### src/rtl/aix_line_pkg.sv
// Shared constants, FSM state encoding and data typedefs for the line datapath
// (input loader / output storer).
package aix_line_pkg;

  localparam int WO             = 8;
  localparam int OFM_DATA_NUM   = 4;
  localparam int LINE_DATA_NUM  = 16;
  localparam int MAX_OFM_DEPTH  = 16;
  localparam int MAX_LINE_DEPTH = 8;

  localparam int LINE_W         = WO * LINE_DATA_NUM;
  localparam int WORD_W         = WO * OFM_DATA_NUM;
  localparam int WORDS_PER_LINE = LINE_DATA_NUM / OFM_DATA_NUM;
  localparam int SEL_W          = $clog2(WORDS_PER_LINE);

  typedef enum logic [2:0] {
    S_IDLE,
    S_RD,
    S_LAT,
    S_WR,
    S_DONE
  } state_e;

  typedef logic [LINE_W-1:0] line_t;
  typedef logic [WORD_W-1:0] word_t;
  typedef logic [SEL_W-1:0]  sel_t;

endpackage

### src/rtl/line_word_select.sv
// Picks one 32-bit word of four channels out of a 128-bit line-BRAM word.
// With OUTPUT_RELU_EN defined, negative (bit 7 set) channel bytes are forced to zero.
module line_word_select
  import aix_line_pkg::*;
(
  input  line_t line_i,
  input  sel_t  sel_i,
  output word_t word_o
);

  // NOTE: every variable assigned in always_comb gets a full default first, so
  // no path can leave it holding a previous value (which would infer a latch).
  always_comb begin
    word_o = line_i[sel_i*WORD_W +: WORD_W];
`ifdef OUTPUT_RELU_EN
    for (int b = 0; b < OFM_DATA_NUM; b++) begin
      if (word_o[b*WO + WO - 1]) word_o[b*WO +: WO] = '0;
    end
`else
`endif
  end

endmodule

### src/rtl/output_line_storer.sv
// Write-back engine: reads one output line from the line BRAM and unpacks each pixel
// into 4-channel words at the feature-map slot for line_idx. Optional OUTPUT_RELU_EN.
module output_line_storer
  import aix_line_pkg::state_e, aix_line_pkg::S_IDLE, aix_line_pkg::S_RD,
         aix_line_pkg::S_LAT, aix_line_pkg::S_WR, aix_line_pkg::S_DONE;
#(
  parameter int OFM_DATA_NUM   = aix_line_pkg::OFM_DATA_NUM,
  parameter int WO             = aix_line_pkg::WO,
  parameter int LINE_DATA_NUM  = aix_line_pkg::LINE_DATA_NUM,
  parameter int MAX_OFM_DEPTH  = aix_line_pkg::MAX_OFM_DEPTH,
  parameter int MAX_LINE_DEPTH = aix_line_pkg::MAX_LINE_DEPTH
) (
  input  logic                          clk,
  input  logic                          rstn,
  input  logic [7:0]                    ofm_w,
  input  logic [7:0]                    och,
  input  logic [7:0]                    line_idx,
  input  logic                          ap_start,
  output logic [MAX_LINE_DEPTH-1:0]     r_addr,
  input  logic [WO*LINE_DATA_NUM-1:0]   r_data,
  output logic [MAX_OFM_DEPTH-1:0]      w_addr,
  output logic [WO*OFM_DATA_NUM-1:0]    w_data,
  output logic                          w_en,
  output logic                          ap_done
);

  localparam int KW = 6;  // och >> 2 for an 8-bit och

  state_e                          state_q;
  logic [7:0]                      ofm_w_q, x_q;
  logic [KW-1:0]                   k_q, j_q;
  logic [WO*LINE_DATA_NUM-1:0]     hold_q;
  logic [MAX_OFM_DEPTH-1:0]        addr_q;
  logic [MAX_LINE_DEPTH-1:0]       r_addr_q;
  logic [MAX_OFM_DEPTH-1:0]        w_addr_q;
  logic [WO*OFM_DATA_NUM-1:0]      w_data_q;
  logic                            w_en_q, ap_done_q;

  logic [KW-1:0]                   k_in;
  logic [MAX_OFM_DEPTH-1:0]        base_in;
  logic [WO*LINE_DATA_NUM-1:0]     sel_line;
  aix_line_pkg::sel_t              sel_idx;
  logic [WO*OFM_DATA_NUM-1:0]      sel_word;

  assign k_in    = KW'(och >> 2);
  assign base_in = MAX_OFM_DEPTH'(MAX_OFM_DEPTH'(line_idx) * MAX_OFM_DEPTH'(ofm_w)
                                  * MAX_OFM_DEPTH'(k_in));

  // Word 0 of a pixel comes straight off the BRAM output in LAT; later words from hold_q.
  assign sel_line = (state_q == S_LAT) ? r_data : hold_q;
  assign sel_idx  = (state_q == S_LAT) ? '0 : aix_line_pkg::sel_t'(j_q + KW'(1));

  line_word_select u_sel (
    .line_i (sel_line),
    .sel_i  (sel_idx),
    .word_o (sel_word)
  );

  // NOTE: sequential state uses non-blocking assignments only, so every register
  // sees the pre-edge value of every other register regardless of statement order.
  always_ff @(posedge clk or negedge rstn) begin
    if (!rstn) begin
      state_q   <= S_IDLE;
      ofm_w_q   <= '0;
      x_q       <= '0;
      k_q       <= '0;
      j_q       <= '0;
      // NOTE: the wide hold register is reset too; it is a plain flop bank, not a
      // RAM, and a known value keeps w_data free of X after an abandoned transfer.
      hold_q    <= '0;
      addr_q    <= '0;
      r_addr_q  <= '0;
      w_addr_q  <= '0;
      w_data_q  <= '0;
      w_en_q    <= 1'b0;
      ap_done_q <= 1'b0;
    end else begin
      w_en_q    <= 1'b0;
      ap_done_q <= 1'b0;
      case (state_q)
        S_IDLE: if (ap_start) begin
          ofm_w_q  <= ofm_w;
          k_q      <= k_in;
          x_q      <= '0;
          r_addr_q <= '0;
          addr_q   <= base_in;
          if (ofm_w == 8'd0 || k_in == '0) begin
            state_q   <= S_DONE;
            ap_done_q <= 1'b1;
          end else begin
            state_q <= S_RD;
          end
        end
        S_RD: state_q <= S_LAT;
        S_LAT: begin
          hold_q   <= r_data;
          j_q      <= '0;
          w_en_q   <= 1'b1;
          w_data_q <= sel_word;
          w_addr_q <= addr_q;
          addr_q   <= addr_q + 1'b1;
          state_q  <= S_WR;
        end
        S_WR: begin
          if (j_q != k_q - KW'(1)) begin
            j_q      <= j_q + KW'(1);
            w_en_q   <= 1'b1;
            w_data_q <= sel_word;
            w_addr_q <= addr_q;
            addr_q   <= addr_q + 1'b1;
          end else if (x_q == ofm_w_q - 8'd1) begin
            state_q   <= S_DONE;
            ap_done_q <= 1'b1;
          end else begin
            x_q      <= x_q + 8'd1;
            r_addr_q <= MAX_LINE_DEPTH'(x_q + 8'd1);
            state_q  <= S_RD;
          end
        end
        S_DONE:  state_q <= S_IDLE;
        default: state_q <= S_IDLE;
      endcase
    end
  end

  assign r_addr  = r_addr_q;
  assign w_addr  = w_addr_q;
  assign w_data  = w_data_q;
  assign w_en    = w_en_q;
  assign ap_done = ap_done_q;

endmodule

### config.mk
export PLATFORM = sky130hd
export DESIGN_NAME = output_line_storer
export DESIGN_NICKNAME = d
export VERILOG_FILES = /design/src/rtl/aix_line_pkg.sv /design/src/rtl/line_word_select.sv /design/src/rtl/output_line_storer.sv
export SDC_FILE = /design/constraint.sdc
export NUM_CORES = 1
export LEC_CHECK = 0
export CAP_MARGIN = 30
export CORE_ASPECT_RATIO = 0.7
export CORE_MARGIN = 2
export CORE_UTILIZATION = 25
export CTS_CLUSTER_SIZE = 16
export DETAILED_ROUTE_END_ITERATION = 10
export MAX_ROUTING_LAYER = met4
export PLACE_DENSITY = 0.5
export SLEW_MARGIN = 10
export SYNTH_ARGS = -nofsm -noshare
export SYNTH_HDL_FRONTEND = slang
export SYNTH_SLANG_ARGS = --single-unit
### constraint.sdc
create_clock -name clk -period 3.5 [get_ports clk]
set_input_delay 0.525 -clock clk [delete_from_list [all_inputs] [get_ports clk]]
set_output_delay 0.525 -clock clk [all_outputs]
set_load 0.01 [all_outputs]
== Word level (Yosys, flattened, before mapping) ==
Cells that the tools add are included.
Word-level totals
  flip-flop bits (word level): 225
  output and inout bits: 58
  word-level logic and storage cells: 67
  bits of input ports: 155
Cells by class
  equal/unequal tests: 9
  multipliers: 2
  shifts and indexed selects: 1
  multiplexer cells: 27
  reductions and logical operators: 12
  $add $sub $neg: 5
Operators with widths (count)
  two-way mux 128 bit: 1
  variable part select 128 x 8 -> 32 bit: 1
  case mux 32 bit (2 select lines): 1
  two-way mux 16 bit: 3
  case mux 16 bit (3 select lines): 1
  two-way mux 32 bit: 1
  case mux 16 bit (2 select lines): 1
  two-way mux 8 bit: 3
  adder 16 x 1 -> 16 bit, second input constant: 1
  multiplier 16 x 6 -> 16 bit: 1
  multiplier 8 x 8 -> 16 bit: 1
  case mux 8 bit (2 select lines): 1
  two-way mux 3 bit: 4
  case mux 3 bit (4 select lines): 1
  case mux 6 bit (2 select lines): 1
  adder 8 x 1 -> 8 bit, second input constant: 1
  equality test 8 bit: 1
  logical NOT 8 bit: 1
  inequality test 2 bit, second input constant: 4
  subtractor 8 x 1 -> 8 bit, second input constant: 1
  adder 6 x 1 -> 6 bit, second input constant: 1
  equality test 3 x 2 -> 1 bit, second input constant: 2
  logical NOT 6 bit: 1
  two-way mux 6 bit: 1
  other kinds (13): 21

== Logic depth before layout (Yosys ltp) ==
  word-level depth: 5
  depth in mapped cells: 32
  depth with buffers taken out: 31

== Hierarchy ==
Synthesis repeated with hierarchy kept, for this count alone.
Second synthesis, totals
  cells, all modules: 1243
  area, all modules: 14328.7 µm²
By module, submodules not included
  output_line_storer: seq. area each 5630.4 µm², cells each 1204, times used 1, area an instance 13514.2 µm²
  line_word_select: seq. area each 0.0 µm², cells each 39, times used 1, area an instance 814.5 µm²

== Worst setup path before layout ==
Ideal clock, no wire load.
  kind: input to register
  start: input ofm_w[2]
  end: register addr_q[15]
  setup time: 83 ps
  data required time: 3417 ps
  slack: -4003 ps
  arrival time: 7420 ps
  stages on the path: 31
  path buffers: 1
  cell sequence: clkbuf_1 > nand2_1 > fa_1 > fa_1 > inv_1 > fa_1 > inv_1 > fa_1 > inv_1 > ha_1 > a21oi_1 > o311ai_2 > a31o_2 > a21oi_1 > xnor2_1 > nand2_1 > fa_1 > inv_1 > fa_1 > inv_1 > fa_1 > inv_1 > ha_1 > and3_1 > a21oi_1 > o21ai_0 > o21ai_0 > nand2b_1 > a21oi_1 > xnor3_1 > o21ai_0
On the way
  cells in the longest elaborated chain, start to end: 4
RTL lines
  from (decl): line output_line_storer.sv:15  | input logic [7:0] ofm_w,
  multiplier 8 x 8 -> 16 bit: line output_line_storer.sv:46  | assign base_in = MAX_OFM_DEPTH'(MAX_OFM_DEPTH'(line_idx) * MAX_OFM_DEPTH'(ofm_w)
  multiplier 16 x 6 -> 16 bit: line output_line_storer.sv:47  | * MAX_OFM_DEPTH'(k_in));
  two-way mux 16 bit: line output_line_storer.sv:81  | S_IDLE: if (ap_start) begin
  case mux 16 bit (3 select lines): line output_line_storer.sv:80  | case (state_q)
  to (signal assigned): line output_line_storer.sv:86  | addr_q <= base_in;
  to (signal assigned): line output_line_storer.sv:101  | addr_q <= addr_q + 1'b1;
  to (signal assigned): line output_line_storer.sv:110  | addr_q <= addr_q + 1'b1;
  to (decl): line output_line_storer.sv:33  | logic [MAX_OFM_DEPTH-1:0] addr_q;
No other way between the ends. The select of a mux whose other input is x is not followed.
A chain may end at the register's enable or synchronous reset.

== Final worst setup path ==
  start: input line_idx[0]
  end: register addr_q[15]
On the way
  cells in the longest elaborated chain, start to end: 4
RTL lines
  from (decl): line output_line_storer.sv:17  | input logic [7:0] line_idx,
  multiplier 8 x 8 -> 16 bit: line output_line_storer.sv:46
  multiplier 16 x 6 -> 16 bit: line output_line_storer.sv:47
  two-way mux 16 bit: line output_line_storer.sv:81
  case mux 16 bit (3 select lines): line output_line_storer.sv:80
No other way between the ends. The select of a mux whose other input is x is not followed.

==> run summary <==
ROUTING
------------------------------------------------------------------------------------------
DR DRC count ................................................................            0
Average routed wire per standard cell .......................................      16.1 µm
Iteration-0 DRC count of the detailed router ................................          728
Total routed wirelength .....................................................    43,900 µm
DRT antenna net count .......................................................            0
Overall via count from detail_route .........................................        12.4k
Via count normalized by instance count ......................................         4.55
Pre-Repair DR Iteration Count ...............................................            5

CLOCK NETWORK
------------------------------------------------------------------------------------------
Insertion delay to the later sink of the worst-skew pair ....................      0.55 ns
Clock edge transition at the registers on the reported setup and hold paths .      0.07 ns
Clock buffer depth ..........................................................            3
TritonCTS clock tree ........................................................        built
Clock Tree Root ............................................................. sky130_fd_sc_hd__clkbuf_16
Number of sinks on the clock net ............................................          225
Number of buffers added by the clock tree synthesis step ....................           25
H-tree depth ................................................................            1

SETUP PATH
------------------------------------------------------------------------------------------
Peak fanout along the critical path .........................................            7
Cell family with most CP delay ..............................................  adder cells
CP endpoint kind ............................................................         flop
WP buf/inv ..................................................................            8
Delay of the slowest cell on the worst path .................................      0.54 ns
Critical Path Start Type ....................................................   input port
Critical path arrival .......................................................      7.04 ns
Cell with the largest stage delay on the worst path ......................... sky130_fd_sc_hd__fa_1
Setup Crit Path Kind ........................................................       in2reg
Required time reported for the critical path endpoint .......................      3.98 ns
CP most frequent cell ....................................................... sky130_fd_sc_hd__fa_1

STA
------------------------------------------------------------------------------------------
Final-report hold violation count ...........................................            0
Setup slack of the critical path after layout ...............................     -3.06 ns
Time the final worst path needs with I/O delays and setup ...................      6.56 ns
Largest clock skew in the final design ......................................    0.0186 ns
Fin. max-slew vios ..........................................................            0
Worst rel slew slack ........................................................        39.2%
Actual slew at the worst max-slew pin .......................................     0.912 ns
Unrepaired setup endpoints after global routing .............................          yes
Final period utilization ....................................................         188%
Final number of setup-violating endpoints ...................................           12
Peak Freq ...................................................................    0.152 GHz

GLOBAL ROUTE
------------------------------------------------------------------------------------------
Number of global-route vias before repair ...................................        12.8k
GR Util All Layers ..........................................................        15.1%
Maximum number of pins on one net before global-route repair ................           95
Wire length of the first global-routing pass ................................    71,400 µm
Antenna violations before repair ............................................            3
Total gr overflow ...........................................................            0

RUN STATUS
------------------------------------------------------------------------------------------
Status ...................................................................... finished, violations left
Failing checks .............................................................. setup timing

YOSYS
------------------------------------------------------------------------------------------
Yosys warning total .........................................................            0
Avg Synthesized Cell Area ...................................................     8.82 µm²
Net count of the mapped netlist .............................................        1,955
Number of storage elements in the synthesis netlist .........................          225
Share of flip-flops with an asynchronous set or reset after synthesis .......         100%
Top FF cell, synth .......................................................... sky130_fd_sc_hd__dfrtp_1
Fraction of the yosys area taken by sequential cells ........................        38.4%
EDFF count, synth ...........................................................            0
Cells after Synth ...........................................................        1,660
Number of distinct library cells after synthesis ............................           60
Netlist area before placement ...............................................   14,600 µm²

LAYOUT
------------------------------------------------------------------------------------------
Layout net count ............................................................        2,238
Area added between synthesis and finish .....................................        38.7%
Seq. cell area ..............................................................     5630 µm²
Area taken by multi-input logic gates .......................................     9130 µm²
Commonest non-fill, non-tap cell in the layout .............................. sky130_fd_sc_hd__nand2_1
Layout Cells excl Fill ......................................................        2,723
Commonest cells after routing, fill and taps aside .......................... 481 x sky130_fd_sc_hd__nand2_1, 224 x sky130_fd_sc_hd__dfrtp_1, 193 x sky130_fd_sc_hd__clkdlybuf4s50_1
Layout cells sized above 1 ..................................................        21.1%
Filler Cell Count ...........................................................        5,965

FLOORPLAN
------------------------------------------------------------------------------------------
Number of standard-cell rows in the floorplan ...............................           74
Die Span X ..................................................................       293 µm
Die Footprint ...............................................................   60,600 µm²
Die Y .......................................................................       207 µm
Core region area ............................................................   58,100 µm²
Ports .......................................................................          213
Effective utilization at floorplan ..........................................        25.2%

PLACED DESIGN
------------------------------------------------------------------------------------------
Number of cells in the design after placement ...............................        2,657
Number of buffer cells added on primary ports ...............................          210
Placer Congestion ...........................................................        0.821
Detail Placement HPWL .......................................................    31,500 µm
Setup slack after placement .................................................     -4.26 ns

FLOW RUN
------------------------------------------------------------------------------------------
Max-cap violations ..........................................................            0

HOLD PATH
------------------------------------------------------------------------------------------
Worst hold-check path type ..................................................       in2reg

-- per-layer routing --
| layer | GRT usage (%) | routed length [µm] | up-vias |
|---|---|---|---|
| li1 | - | - | 5954 |
| met1 | 21.7 | 21800 | 6167 |
| met2 | 22.7 | 19500 | 226 |
| met3 | 2.63 | 2070 | 35 |
| met4 | 1.99 | 534 | 0 |
| met5 | - | 0 | - |
-- through the flow --
step,util [%],TNS (ns),area [µm²],hold slack [ns]
global placement,32.1,-44.05,18700,0.451
detailed placement,32.1,-45.24,18700,0.455
global route,34.9,-31.52,20300,0.312
finish,34.9,-29.35,20300,0.341
CTS,34.4,-29.86,20000,0.317
floorplan,-,-31.67,15100,0.229
-- flip-flops by register name, summed over array words and instances (netlist names) --
name     cells
k_q          6
w_en         1
ap_done      1
w_addr      16
w_data      32
ofm_w_q      8
addr_q      16
j_q          6
hold_q     128
r_addr       8
state_q      3
-- logic make-up after synthesis --
kind of cell    synth area share (%)
simple gates                    22.1
xor+xnor                        3.27
flops                           38.4
fa+ha+maj                       16.1
buf+inv                         5.41
compound gates                  9.93
mux                             4.73
-- worst reg2reg max path: stages (launching register included) --
cell and delay (ns):
sky130_fd_sc_hd__dfrtp_1 0.43, sky130_fd_sc_hd__inv_1 0.08, sky130_fd_sc_hd__ha_1 0.24, sky130_fd_sc_hd__nand2b_1 0.16
sky130_fd_sc_hd__nand3_1 0.08, sky130_fd_sc_hd__o21ai_0 0.10, sky130_fd_sc_hd__a2111oi_2 0.56, sky130_fd_sc_hd__nand2_1 0.22
sky130_fd_sc_hd__nor4bb_1 0.56, sky130_fd_sc_hd__nand4_1 0.20, sky130_fd_sc_hd__xor2_1 0.17, sky130_fd_sc_hd__nor2_1 0.06
-- synth_stat cells (4+ instances only) --
cell type | n | area (µm²)
sky130_fd_sc_hd__a22oi_1 | 17 | 128
sky130_fd_sc_hd__inv_1 | 127 | 477
sky130_fd_sc_hd__nor3_1 | 10 | 50.1
sky130_fd_sc_hd__clkbuf_1 | 72 | 270
sky130_fd_sc_hd__nand2_1 | 493 | 1850
sky130_fd_sc_hd__nand3_1 | 23 | 115
sky130_fd_sc_hd__o21bai_1 | 4 | 30.0
sky130_fd_sc_hd__xor2_1 | 22 | 193
sky130_fd_sc_hd__dfrtp_1 | 225 | 5630
sky130_fd_sc_hd__o22ai_1 | 7 | 43.8
sky130_fd_sc_hd__and2_1 | 90 | 563
sky130_fd_sc_hd__nand4_1 | 6 | 37.5
sky130_fd_sc_hd__or2_2 | 15 | 93.8
sky130_fd_sc_hd__ha_1 | 59 | 738
sky130_fd_sc_hd__o311a_1 | 19 | 190
sky130_fd_sc_hd__and3_1 | 10 | 62.6
sky130_fd_sc_hd__fa_1 | 81 | 1620
sky130_fd_sc_hd__o21ai_0 | 37 | 185
sky130_fd_sc_hd__buf_1 | 11 | 41.3
sky130_fd_sc_hd__xnor2_1 | 25 | 219
sky130_fd_sc_hd__mux2i_1 | 4 | 40.0
sky130_fd_sc_hd__a31oi_1 | 19 | 119
sky130_fd_sc_hd__nor2_1 | 80 | 300
sky130_fd_sc_hd__nand2b_1 | 8 | 50.1
sky130_fd_sc_hd__o211ai_1 | 13 | 97.6
sky130_fd_sc_hd__mux2_2 | 58 | 653
sky130_fd_sc_hd__a21oi_1 | 74 | 370
-- worst paths after layout --
| path | slack [ns] | startpoint | cells after the start | to |
|---|---|---|---|---|
| worst max-delay path | -3.06 | line_idx[0] | 31 | addr_q[15] |
| worst min-delay path | 0.34 | ofm_w[3] | 3 | ofm_w_q[3] |
| worst max register to register | 0.53 | k_q[0] | 11 | r_addr[6] |
| worst min register to register | 0.47 | hold_q[116] | 2 | hold_q[116] |
| max in group asynchronous | 2.16 | rstn | 3 | hold_q[103] |
| min in group asynchronous | 0.50 | rstn | 2 | w_addr[12] |
-- final cells by class --
class	instances	area share, %
inverters	128	2.37
repair buffers	339	16.2
multi-input cells	1224	44.9
clock buffers	35	3.41
diodes	3	0.0370
well taps	760	4.68
clock inverters	9	0.628
flip-flops and latches	225	27.7
-- repair_timing --
action                                  4_1_cts  5_1_grt
gates resized for setup                     149       81
hold buffers                                  1        0
buffers inserted                             16        2
pin swaps                                    63       78
hold endpoints to repair                     49        0
endpoints found under the setup margin       13       13
Power is not shown: default switching activity piles up to over one toggle a cycle in this logic, so the estimate is an artifact.
